[src/rtl/biriscv_branch_pkg.sv]
// ----------------------------------------------------------------------------
// biriscv_branch_pkg: shared types for the branch arbiter and its update queue
// Rev 1.0
// ----------------------------------------------------------------------------
`default_nettype none

package biriscv_branch_pkg;

  localparam int BRANCH_ARB_DEPTH_DEF = 4;

  typedef struct packed {
    logic        taken;
    logic        ntaken;
    logic        call;
    logic        ret;
    logic        jmp;
    logic [31:0] source;
    logic [31:0] pc;
  } branch_upd_t;

endpackage

`default_nettype wire

[src/rtl/biriscv_branch_fifo.sv]
// ----------------------------------------------------------------------------
// biriscv_branch_fifo: 2-write/1-read circular queue of predictor updates
// Rev 1.0
// ----------------------------------------------------------------------------
`default_nettype none

module biriscv_branch_fifo
  import biriscv_branch_pkg::*;
#(
  parameter int DEPTH = BRANCH_ARB_DEPTH_DEF
) (
  input  logic                       clk_i,
  input  logic                       rst_i,
  input  logic                       push0,
  input  logic                       push1,
  input  branch_upd_t                data0,
  input  branch_upd_t                data1,
  input  logic                       pop,
  output branch_upd_t                head,
  output logic [$clog2(DEPTH):0]     count
);

  localparam int c_PTR_W = $clog2(DEPTH);
  localparam int c_CNT_W = c_PTR_W + 1;

  branch_upd_t          r_mem [DEPTH];
  logic [c_PTR_W-1:0]   r_rd_ptr;
  logic [c_PTR_W-1:0]   r_wr_ptr;
  logic [c_PTR_W-1:0]   w_wr_ptr1;
  logic [c_CNT_W-1:0]   r_count;

  // Second write lands after the first one when both are present.
  assign w_wr_ptr1 = r_wr_ptr + c_PTR_W'(push0);

  always_ff @(posedge clk_i) begin
    if (push0) r_mem[r_wr_ptr]  <= data0;
    if (push1) r_mem[w_wr_ptr1] <= data1;
  end

  always_ff @(posedge clk_i or posedge rst_i) begin
    if (rst_i) begin
      r_rd_ptr <= '0;
      r_wr_ptr <= '0;
      r_count  <= '0;
    end else begin
      r_rd_ptr <= r_rd_ptr + c_PTR_W'(pop);
      r_wr_ptr <= r_wr_ptr + c_PTR_W'(push0) + c_PTR_W'(push1);
      r_count  <= r_count + c_CNT_W'(push0) + c_CNT_W'(push1) - c_CNT_W'(pop);
    end
  end

  assign head  = r_mem[r_rd_ptr];
  assign count = r_count;

endmodule

`default_nettype wire

[src/rtl/biriscv_branch_arb.sv]
// ----------------------------------------------------------------------------
// biriscv_branch_arb: exec-slot redirect arbitration and predictor update queue
// Rev 1.0
// ----------------------------------------------------------------------------
`default_nettype none

module biriscv_branch_arb
  import biriscv_branch_pkg::*;
#(
  parameter int DEPTH = BRANCH_ARB_DEPTH_DEF
) (
  input  logic        clk_i,
  input  logic        rst_i,
  input  logic        s0_d_request_i,
  input  logic [31:0] s0_d_pc_i,
  input  logic        s1_d_request_i,
  input  logic [31:0] s1_d_pc_i,
  input  logic        s0_request_i,
  input  logic        s0_taken_i,
  input  logic        s0_ntaken_i,
  input  logic        s0_call_i,
  input  logic        s0_ret_i,
  input  logic        s0_jmp_i,
  input  logic [31:0] s0_source_i,
  input  logic [31:0] s0_pc_i,
  input  logic        s1_request_i,
  input  logic        s1_taken_i,
  input  logic        s1_ntaken_i,
  input  logic        s1_call_i,
  input  logic        s1_ret_i,
  input  logic        s1_jmp_i,
  input  logic [31:0] s1_source_i,
  input  logic [31:0] s1_pc_i,
  output logic        fetch_request_o,
  output logic [31:0] fetch_pc_o,
  output logic        squash_s1_o,
  output logic        bp_valid_o,
  input  logic        bp_ready_i,
  output logic        bp_taken_o,
  output logic        bp_ntaken_o,
  output logic        bp_call_o,
  output logic        bp_ret_o,
  output logic        bp_jmp_o,
  output logic [31:0] bp_source_o,
  output logic [31:0] bp_pc_o,
  output logic        stall_o,
  output logic        overflow_o
);

  localparam int c_CNT_W = $clog2(DEPTH) + 1;

  branch_upd_t        w_s0_upd;
  branch_upd_t        w_s1_upd;
  branch_upd_t        w_data0;
  branch_upd_t        w_head;
  logic               w_s0_vld;
  logic               w_s1_vld;
  logic               w_push0;
  logic               w_push1;
  logic               w_pop;
  logic               w_drop;
  logic [c_CNT_W-1:0] w_count;
  logic [c_CNT_W-1:0] w_count_next;
  logic [c_CNT_W:0]   w_free;
  logic               r_fetch_request;
  logic [31:0]        r_fetch_pc;
  logic               r_overflow;
  logic               r_stall;

  assign squash_s1_o = s0_d_request_i;

  always_ff @(posedge clk_i or posedge rst_i) begin
    if (rst_i) begin
      r_fetch_request <= 1'b0;
      r_fetch_pc      <= '0;
    end else begin
      r_fetch_request <= s0_d_request_i | s1_d_request_i;
      if (s0_d_request_i)      r_fetch_pc <= s0_d_pc_i;
      else if (s1_d_request_i) r_fetch_pc <= s1_d_pc_i;
    end
  end

  assign fetch_request_o = r_fetch_request;
  assign fetch_pc_o      = r_fetch_pc;

  assign w_s0_upd = '{taken: s0_taken_i, ntaken: s0_ntaken_i, call: s0_call_i,
                      ret: s0_ret_i, jmp: s0_jmp_i, source: s0_source_i, pc: s0_pc_i};
  assign w_s1_upd = '{taken: s1_taken_i, ntaken: s1_ntaken_i, call: s1_call_i,
                      ret: s1_ret_i, jmp: s1_jmp_i, source: s1_source_i, pc: s1_pc_i};

  // A taken slot 0 branch puts slot 1 on the wrong path.
  assign w_s0_vld = s0_request_i;
  assign w_s1_vld = s1_request_i & ~(s0_request_i & s0_taken_i);

  assign w_pop  = bp_valid_o & bp_ready_i;
  assign w_free = (c_CNT_W+1)'(DEPTH) - {1'b0, w_count} + (c_CNT_W+1)'(w_pop);

  // Records are compacted so the oldest valid one always uses write port 0.
  assign w_push0 = (w_s0_vld | w_s1_vld) & (w_free != '0);
  assign w_push1 = w_s0_vld & w_s1_vld & (w_free >= (c_CNT_W+1)'(2));
  assign w_data0 = w_s0_vld ? w_s0_upd : w_s1_upd;
  assign w_drop  = ((w_s0_vld | w_s1_vld) & ~w_push0) | (w_s0_vld & w_s1_vld & ~w_push1);

  assign w_count_next = w_count + c_CNT_W'(w_push0) + c_CNT_W'(w_push1) - c_CNT_W'(w_pop);

  always_ff @(posedge clk_i or posedge rst_i) begin
    if (rst_i) begin
      r_overflow <= 1'b0;
      r_stall    <= 1'b0;
    end else begin
      r_overflow <= w_drop;
      r_stall    <= w_count_next > c_CNT_W'(DEPTH - 2);
    end
  end

  assign overflow_o = r_overflow;
  assign stall_o    = r_stall;

  biriscv_branch_fifo #(
    .DEPTH (DEPTH)
  ) u_fifo (
    .clk_i (clk_i),
    .rst_i (rst_i),
    .push0 (w_push0),
    .push1 (w_push1),
    .data0 (w_data0),
    .data1 (w_s1_upd),
    .pop   (w_pop),
    .head  (w_head),
    .count (w_count)
  );

  assign bp_valid_o  = (w_count != '0);
  assign bp_taken_o  = w_head.taken;
  assign bp_ntaken_o = w_head.ntaken;
  assign bp_call_o   = w_head.call;
  assign bp_ret_o    = w_head.ret;
  assign bp_jmp_o    = w_head.jmp;
  assign bp_source_o = w_head.source;
  assign bp_pc_o     = w_head.pc;

endmodule

`default_nettype wire

[config.mk]
export PLATFORM = sky130hd
export DESIGN_NAME = biriscv_branch_arb
export DESIGN_NICKNAME = d
export VERILOG_FILES = /design/src/rtl/biriscv_branch_pkg.sv /design/src/rtl/biriscv_branch_fifo.sv /design/src/rtl/biriscv_branch_arb.sv
export SDC_FILE = /design/constraint.sdc
export NUM_CORES = 1
export LEC_CHECK = 0
export ABC_AREA = 1
export BUFFER_PORTS_ARGS = -buffer_cell sky130_fd_sc_hd__clkbuf_2
export CAP_MARGIN = 30
export CELL_PAD_IN_SITES_DETAIL_PLACEMENT = 0
export CELL_PAD_IN_SITES_GLOBAL_PLACEMENT = 2
export CORE_ASPECT_RATIO = 1.4
export CORE_UTILIZATION = 25
export DETAILED_ROUTE_END_ITERATION = 12
export PLACE_DENSITY = 0.63
export SLEW_MARGIN = 20
export SYNTH_ARGS = -nofsm -noshare
export SYNTH_HDL_FRONTEND = slang
export SYNTH_SLANG_ARGS = --single-unit
export TNS_END_PERCENT = 10
[constraint.sdc]
create_clock -name clk_i -period 6.32 [get_ports clk_i]
set_input_delay 0.632 -clock clk_i [delete_from_list [all_inputs] [get_ports clk_i]]
set_output_delay 0.632 -clock clk_i [all_outputs]
set_load 0.01 [all_outputs]
* Word-level counts from Yosys, hierarchy flattened *
Memory sizes are Yosys's and may differ from the RTL's.
Index checks and enable logic that the tools add are counted.

word-level totals
  memory bits (writable) = 276
  bits in registers = 42
  output and inout bits = 106
  word-level logic and storage cells = 42
  memories = 1
  memory bits (read-only) = 0
  bits in latches = 0

cells by class
  divide/modulo/power cells = 0
  $lt $le $gt $ge = 2
  add/subtract/negate cells = 8
  muxes and demuxes = 7
  bitwise operators = 14
  reduce and logical (&&, ||, !) cells = 3
  equality and inequality tests = 0
  shift operators = 0
  multipliers = 0

memories
  name          depth  width  rd ports  clocked after memory_dff  write ports  line                       RTL
  u_fifo.r_mem  4      69     1         0                         2            biriscv_branch_fifo.sv:26  branch_upd_t r_mem [DEPTH];

operator list
  kind                                                                   number
  69-bit two-way mux                                                     1
  32-bit two-way mux                                                     2
  1-bit bitwise AND                                                      8
  2-bit by 1-bit adder with 2-bit output                                 3
  3-bit by 1-bit adder with 3-bit output                                 2
  4-bit by 1-bit adder with 4-bit output                                 1
  4-bit by 2-bit >= comparator with 1-bit output, second input constant  1
  1-bit two-way mux                                                      4
  4-bit nonzero test                                                     1
  3-bit by 3-bit subtractor with 4-bit output, first input constant      1
  3-bit by 2-bit > comparator with 1-bit output, second input constant   1
  1-bit NOT                                                              3
  1-bit OR                                                               3
  3-bit nonzero test                                                     1
  3-bit by 1-bit subtractor with 3-bit output                            1
  2-bit nonzero test                                                     1

* Logic depth before layout (Yosys ltp) *
Gate-level depths: netlist of the first run.

  word-level depth = 9
  gate-level depth with buffers = 20

* Cells and area by module *
Synthesis of the first run repeated with hierarchy kept, for this count alone.

second synthesis, totals
  cells, all modules = 2,216
  area, all modules = 17,893.4 um^2

modules (own cells, without submodules)
  module               cells an instance  seq. area each (um^2)  times used  area each (um^2)
  biriscv_branch_fifo  1,772              8,463.1                1           15,299.7
  biriscv_branch_arb   444                875.8                  1           2,593.7

* Worst setup path before layout of the first run *
OpenSTA, ideal clock, no wires.

  path kind = input port to flip-flop
  from = in bp_ready_i
  to = mem u_fifo.r_mem[1][0] (netlist bit), enable pin
  slack = 1.733 ns
  buffers on the path = 1
  arrival time = 4.158 ns
  cell stages on the path = 13
  data required time = 5.891 ns
  cell sequence = nand2_1 -> ha_1 -> inv_2 -> ha_1 -> a21oi_1 -> nand3_1 -> and2_1 -> ha_1 -> inv_2 -> nor2_4 -> nand3_2 -> clkbuf_1 -> nand2_1

RTL lines
  what             line                       RTL
  start, declared  biriscv_branch_arb.sv:38   input logic bp_ready_i,
  end, declared    biriscv_branch_fifo.sv:26

==> results of run 1 <==
[per-layer routing]
layer / part of all wire (%) / wire [microns]
met5: 0.033 / 24
met4: 3.4 / 2430
met3: 5.1 / 3640
met2: 51 / 36400
met1: 41 / 29400
[path summary, 6_finish.rpt]
check	to	depth (start not counted)	start	slack, ps
max	u_fifo.r_mem[0][47]$_DFFE_PP_	15	u_fifo.count[0]$_DFF_PP0_	1720
min	fetch_pc_o[17]$_DFFE_PP0P_	3	rst_i	260
max reg2reg	u_fifo.r_mem[0][47]$_DFFE_PP_	15	u_fifo.count[0]$_DFF_PP0_	1720
min reg2reg	fetch_pc_o[26]$_DFFE_PP0P_	2	fetch_pc_o[26]$_DFFE_PP0P_	560
max in group asynchronous	u_fifo.r_rd_ptr[0]$_DFF_PP0_	3	rst_i	5570
min in group clk_i	fetch_pc_o[23]$_DFFE_PP0P_	3	s0_d_pc_i[23]	330
[worst max-delay path, stage by stage, from the launching register on]
cell     delay (ps)
dfrtp_1         410
nor2_1          110
nand2_1          70
nand2_1          90
ha_1            160
inv_2            40
ha_1            260
a21oi_1         380
nand3_1         270
and2_1          240
ha_1            390
nor2_4          180
nand3_4         460
nand2_4         650
buf_12          300
buf_4           250
[cells in the mapped netlist, drive strengths merged, types with 7 or more instances]
| library cell | n |
|---|---|
| dfrtp | 42 |
| nand4 | 276 |
| nor2 | 145 |
| inv | 49 |
| edfxtp | 276 |
| o211ai | 32 |
| clkbuf | 100 |
| ha | 7 |
| o22ai | 69 |
| nand2 | 805 |
| nand3 | 41 |
| buf | 93 |
| o21ai | 138 |
[logic make-up after synthesis]
family / after synthesis / synth area share, %
xor gates and xnor gates: 3 / 0.150
buffers and inverters: 242 / 5.83
DFF: 318 / 53.4
adders and majority gates: 9 / 0.730
AOI/OAI and AO/OA: 243 / 7.94
and+or+nand+nor: 1271 / 31.9
[registers in the layout, summed over array words and instances, names as in the netlist]
name / cells
fetch_pc_o: 32
fetch_request_o: 1
overflow_o: 1
stall_o: 1
u_fifo.count: 3
u_fifo.r_mem: 276
u_fifo.r_rd_ptr: 2
u_fifo.r_wr_ptr: 2
[power by group]
group          internal [uW]  leakage (uW)  switching, uW
clock network           1210      0.000574            894
logic                   1190       0.00550           3860
registers               3190       0.00308            228
[layout make-up]
class                           instances  area, sq um
Multi-Input combinational cell       1526         7200
Sequential cell                       318         9340
Antenna cell                            1         2.50
Inverter                               49          195
Fill cell                            7317        48100
Tap cell                              928         1160
Timing Repair Buffer                  352         2010
Clock inverter                         12         55.1
Clock buffer                           56         1110
[per-stage QoR]
stage	hold WS [ps]	worst slack, ps	utilization [%]	power, uW	cell area (sq um)
CTS	266	1620	30.4	10700	21000
finish	256	1720	30.5	10600	21100
global route	326	1310	30.5	11200	21100
global placement	549	1350	28.5	8460	19700
floorplan	532	1730	-	6270	17500
detailed placement	550	1500	28.7	8620	19900
==> results_dict.tcl, run 1 <==
set metrics [dict create \
    status "finished, final reports clean" \
    drive_gt1_share_pct 18.5 \
    netlist_area_sq_um 17500 \
    finalHoldViolations 0 \
    synthDistinctLibCells 27 \
    synth-seq-area-share_pct 53.4 \
    finalMaxSlewViolations 0 \
    antenna_found_initial 3 \
    cts_tree "done" \
    post_layout_nonfiller_instances 3242 \
    hp-class "in -> async" \
    coreArea_sq_um 69200 \
    finalCritPeriodShare_pct 72.8 \
    critPathKind "reg -> reg" \
    gp_congestion 0.767 \
    cp.required_ps 6540 \
    grt_pass1_wl_mm 105 \
    clockBufferDepth 3 \
    synth_edf_count 276 \
    met1_usage_pct 24.4 \
    worst_slew_pin_slew_ps 1000 \
    layout_commonest_cell "nand2_1" \
    yosysWarnings 0 \
    synth_top_area_share_pct 47.4 \
    syn-num-nets 2304 \
    max_cap_violations 0 \
    port-buffer-count 314 \
    postRouteAntennaNets 0 \
    vias 16237 \
    clock-root-buffer "clkbuf_16" \
    cts_max_level 2 \
    die_h_microns 315 \
    p_per_area_nw_per_um2 501 \
    fin_nets 2502 \
    hold_buffers 0 \
    tns_ps 0 \
    syn_inst 2086 \
    drc_errors 0 \
    synth.area.top_cells "edfxtp_1 47%, nand2_1 17%, nand4_1 9.9%" \
    cts_resized 0 \
    crit_path_max_fanout 32 \
    first_iter_violations 1034 \
    cp.arrival_ps 4830 \
    cts_buffers 37 \
    dieArea_sq_um 71000 \
    dp_cells 3171 \
    post_cts_buffers 0 \
    top_usage_layer "met2" \
    postRouteWirelength_mm 71.9 \
    max_freq_mhz 217 \
    setup-violations-final 0 \
    track_usage_pct 19.9 \
    rows 114 \
    ys.flop_type "edfxtp_1" \
    cp-start-kind "flop" \
    gr-usage-met2_pct 35.5 \
    io_pins 315 \
    rsz0062_at_grt "no" \
    synth_largest_area_cell "edfxtp_1" \
    cts_sinks 318 \
    worstSetupEndpointType "flop" \
    ir_worst_vdd_v 0.000521 \
    synth_area_per_cell_sq_um 8.38 \
    start_util_pct 25.3 \
    use_met3_pct 2.49 \
    final_cell_mix "798 x nand2_1, 313 x clkbuf_2, 276 x nand4_1, 276 x edfxtp_1, 141 x nor2_1" \
    globalRouteOverflowTotal 0 \
    slew_headroom_pct 33.3 \
    die_w_microns 225 \
    place_hpwl_mm 42.6 \
    detail_route.wl_per_cell_microns 22.2 \
    period_needed_ps 4600 \
    clock_skew_ps 21.3 \
    dr.pass1.iters 5 \
    postSynth.asyncResetShare_pct 13.2 \
    path_clk_slew_ps 60 \
    grt_max_degree 127 \
    clkLatencyLatePin_ps 540 \
    grt_pass1_vias 16136 \
    syn2layout_area_growth_pct 20.5 \
    ys_seq_elements 318 \
    leakage_uw 0.00916 \
    via_per_inst 5.01 \
]
Power figures use the tool's default switching activity.
==> run 2: changes to the inputs <==
--- a/config.mk
+++ b/config.mk
@@ -5,7 +5,7 @@
 export SDC_FILE = /design/constraint.sdc
 export NUM_CORES = 1
 export LEC_CHECK = 0
-export ABC_AREA = 1
+export ABC_AREA = 0
 export BUFFER_PORTS_ARGS = -buffer_cell sky130_fd_sc_hd__clkbuf_2
 export CAP_MARGIN = 30
 export CELL_PAD_IN_SITES_DETAIL_PLACEMENT = 0
@@ -13,7 +13,7 @@
 export CORE_ASPECT_RATIO = 1.4
 export CORE_UTILIZATION = 25
 export DETAILED_ROUTE_END_ITERATION = 12
-export PLACE_DENSITY = 0.63
+export PLACE_DENSITY = 0.58
 export SLEW_MARGIN = 20
 export SYNTH_ARGS = -nofsm -noshare
 export SYNTH_HDL_FRONTEND = slang
==> constraint.sdc (replaced) <==
create_clock -name clk_i -period 4.2 [get_ports clk_i]
set_input_delay 0.42 -clock clk_i [delete_from_list [all_inputs] [get_ports clk_i]]
set_output_delay 0.42 -clock clk_i [all_outputs]
set_load 0.01 [all_outputs]
==> results_dict.tcl, run 2 <==
set metrics [dict create \
    status "finished, final reports clean" \
    crit_path_max_fanout 24 \
    synthDistinctLibCells 35 \
    syn_inst 977 \
    hold_buffers 1 \
    hold_end "fetch_pc_o[30]$_DFFE_PP0P_" \
    cts_buffers 36 \
    cp-start-kind "flop" \
    crit_top_cell "ha_1" \
    path_buf_inv 3 \
    ir_worst_vdd_v 0.000297 \
    leakage_uw 0.00693 \
    tns_ps 0 \
    r2r_start "u_fifo.count[0]$_DFF_PP0_" \
    via_per_inst 5.01 \
    syn2layout_area_growth_pct 25.5 \
    dr.pass1.iters 4 \
    critPathKind "reg -> reg" \
    cts_tree "done" \
    synth_edf_count 276 \
    ys.flop_type "edfxtp_1" \
    reg2regPathDepth 14 \
    clkLatencyLatePin_ps 550 \
    io_pins 315 \
    grt_max_degree 69 \
    layout_commonest_cell "clkbuf_2" \
    min_delay_path_depth 3 \
    worstSetupEndpointType "flop" \
    postRouteWirelength_mm 52.3 \
    period_needed_ps 3880 \
    synth.area.top_cells "edfxtp_1 55%, o2bb2ai_1 16%, mux4_2 10%" \
    pwr-share-comb_pct 36.5 \
    r2r_slack_ps 320 \
    p_per_area_nw_per_um2 695 \
    drive_gt1_share_pct 37.7 \
    postSynth.asyncResetShare_pct 13.2 \
    cts_resized 0 \
    min-delay-start "s0_d_pc_i[30]" \
    slew_headroom_pct 48.6 \
    finalCritPeriodShare_pct 92.5 \
    netlist_area_sq_um 15100 \
    max_cap_violations 0 \
    start_util_pct 25.2 \
    switching_share_pct 34.8 \
    port-buffer-count 314 \
    post-place-ws_ps 283 \
    post_layout_nonfiller_instances 2053 \
    synth_largest_area_cell "edfxtp_1" \
    slowest_stage "xor2_1" \
    largest_register_ffs 276 \
    r2r-end "u_fifo.r_mem[3][38]$_DFFE_PP_" \
    ys_seq_elements 318 \
    drc_errors 0 \
    fin_nets 1489 \
    worst_slew_pin_slew_ps 769 \
    finalHoldViolations 0 \
    first_iter_violations 695 \
    rsz0062_at_grt "no" \
    coreArea_sq_um 59700 \
    cp.required_ps 4440 \
    synth_top_area_share_pct 55.0 \
    p_switching_uw 4580 \
    die_w_microns 209 \
    clock-root-buffer "clkbuf_16" \
    setup-violations-final 0 \
    vias 10285 \
    critPathMaxStageDelay_ps 430 \
    place_hpwl_mm 32.4 \
    globalRouteOverflowTotal 0 \
    synth_area_per_cell_sq_um 15.4 \
    regMostFlops "u_fifo.r_mem" \
    die_h_microns 292 \
    dieArea_sq_um 61300 \
    syn-num-nets 1195 \
    clock_skew_ps 16.2 \
    fin_hold_ws_ps 85.4 \
    gp_congestion 0.755 \
    antenna_found_initial 5 \
    track_usage_pct 16.9 \
    final_cell_mix "313 x clkbuf_2, 276 x edfxtp_1, 272 x o2bb2ai_1" \
    dp_cells 1988 \
    hp-class "in -> reg" \
    rows 106 \
    synthTopCellsByCount "276 x edfxtp_1, 272 x o2bb2ai_1, 105 x nand2_1" \
    grt_pass1_wl_mm 75.7 \
    cp.arrival_ps 4120 \
    yosysMostFrequentCell "edfxtp_1" \
    p_int_uw 8560 \
    detail_route.wl_per_cell_microns 25.5 \
    postRouteAntennaNets 0 \
    grt_pass1_vias 11106 \
    post_cts_buffers 0 \
    clockBufferDepth 3 \
    finalMaxSlewViolations 0 \
    synth-seq-area-share_pct 62.0 \
    max_freq_mhz 258 \
    yosysWarnings 0 \
    finalWorstSetupSlack_ps 317 \
    cts_sinks 318 \
    clkPwrFrac_pct 23.7 \
    path_cells "or3_1, nand2_1, ha_1, inv_1, ha_1, o21a_1, o32ai_4, inv_1, ha_1, xor2_1, nand2_1, nor2_4, o21bai_4, buf_12" \
    pwr-share-seq_pct 39.8 \
    cts_max_level 2 \
    path_clk_slew_ps 60 \
    critical_path.top_delay_family "simple AND/OR/NAND/NOR gates" \
]
[run 2: power groups by stage]
stage | Combinational, uW | Clock [uW] | Sequential (uW)
4_1_cts | 4990 | 3200 | 5260
5_1_grt | 5150 | 3310 | 5340
6_report | 4790 | 3120 | 5230
3_5_place_dp | 4980 | 0 | 5320
2_1_floorplan | 2810 | 0 | 5060
3_3_place_gp | 4980 | 0 | 5270
[run 2: area by class of cell]
| type | instances | area (sq um) |
|---|---|---|
| diodes | 1 | 2.50 |
| multi-input cells | 555 | 5350 |
| fillers | 5982 | 40800 |
| clock buffers | 45 | 956 |
| well taps | 756 | 946 |
| flip-flops and latches | 318 | 9350 |
| inverters | 9 | 33.8 |
| clock inverters | 18 | 166 |
| repair buffers | 351 | 2100 |
[run 2: metal layers]
layer | wire length, microns | track usage (%) | part of all wire (%) | vias to the layer above
met5 | 49 | 0 | 0.094 | -
li1 | - | - | - | 4631
met2 | 27400 | 31.0 | 52 | 355
met3 | 2910 | 3.81 | 5.6 | 97
met1 | 20200 | 18.9 | 39 | 5194
met4 | 1730 | 6.30 | 3.3 | 8
[run 2: logic make-up after synthesis]
family,after synthesis,synth area share (%)
flops,318,62.0
fa+ha+maj,9,0.847
simple gates,118,3.22
buf+inv,104,3.16
compound gates,322,18.0
mux,101,12.4
xor+xnor,5,0.341
[run 2: worst max path at each step]
| stage | start | endpoint | cells after the start |
|---|---|---|---|
| after global routing | u_fifo.count[0]$_DFF_PP0_ | u_fifo.r_mem[3][38]$_DFFE_PP_ | 14 |
| after detailed placement | u_fifo.count[0]$_DFF_PP0_ | u_fifo.r_mem[3][22]$_DFFE_PP_ | 14 |
| after floorplan | u_fifo.count[0]$_DFF_PP0_ | u_fifo.r_mem[3][0]$_DFFE_PP_ | 14 |
| after CTS | u_fifo.count[0]$_DFF_PP0_ | u_fifo.r_mem[3][38]$_DFFE_PP_ | 14 |
| final | u_fifo.count[0]$_DFF_PP0_ | u_fifo.r_mem[3][38]$_DFFE_PP_ | 14 |
| after global placement | u_fifo.count[0]$_DFF_PP0_ | u_fifo.r_mem[3][25]$_DFFE_PP_ | 14 |
[run 2: worst min-delay path, cell delays in order]
cell	delay, ps
clkbuf_2	80
nand2_1	30
o21ai_0	60
[run 2: metrics by stage]
stage	instance area, sq um	power (uW)	utilization [%]
after CTS	18900	13500	31.7
after floorplan	15100	7870	-
final	18900	13100	31.7
after global routing	18900	13800	31.7
after detailed placement	17800	10300	29.8
after global placement	17800	10300	29.8
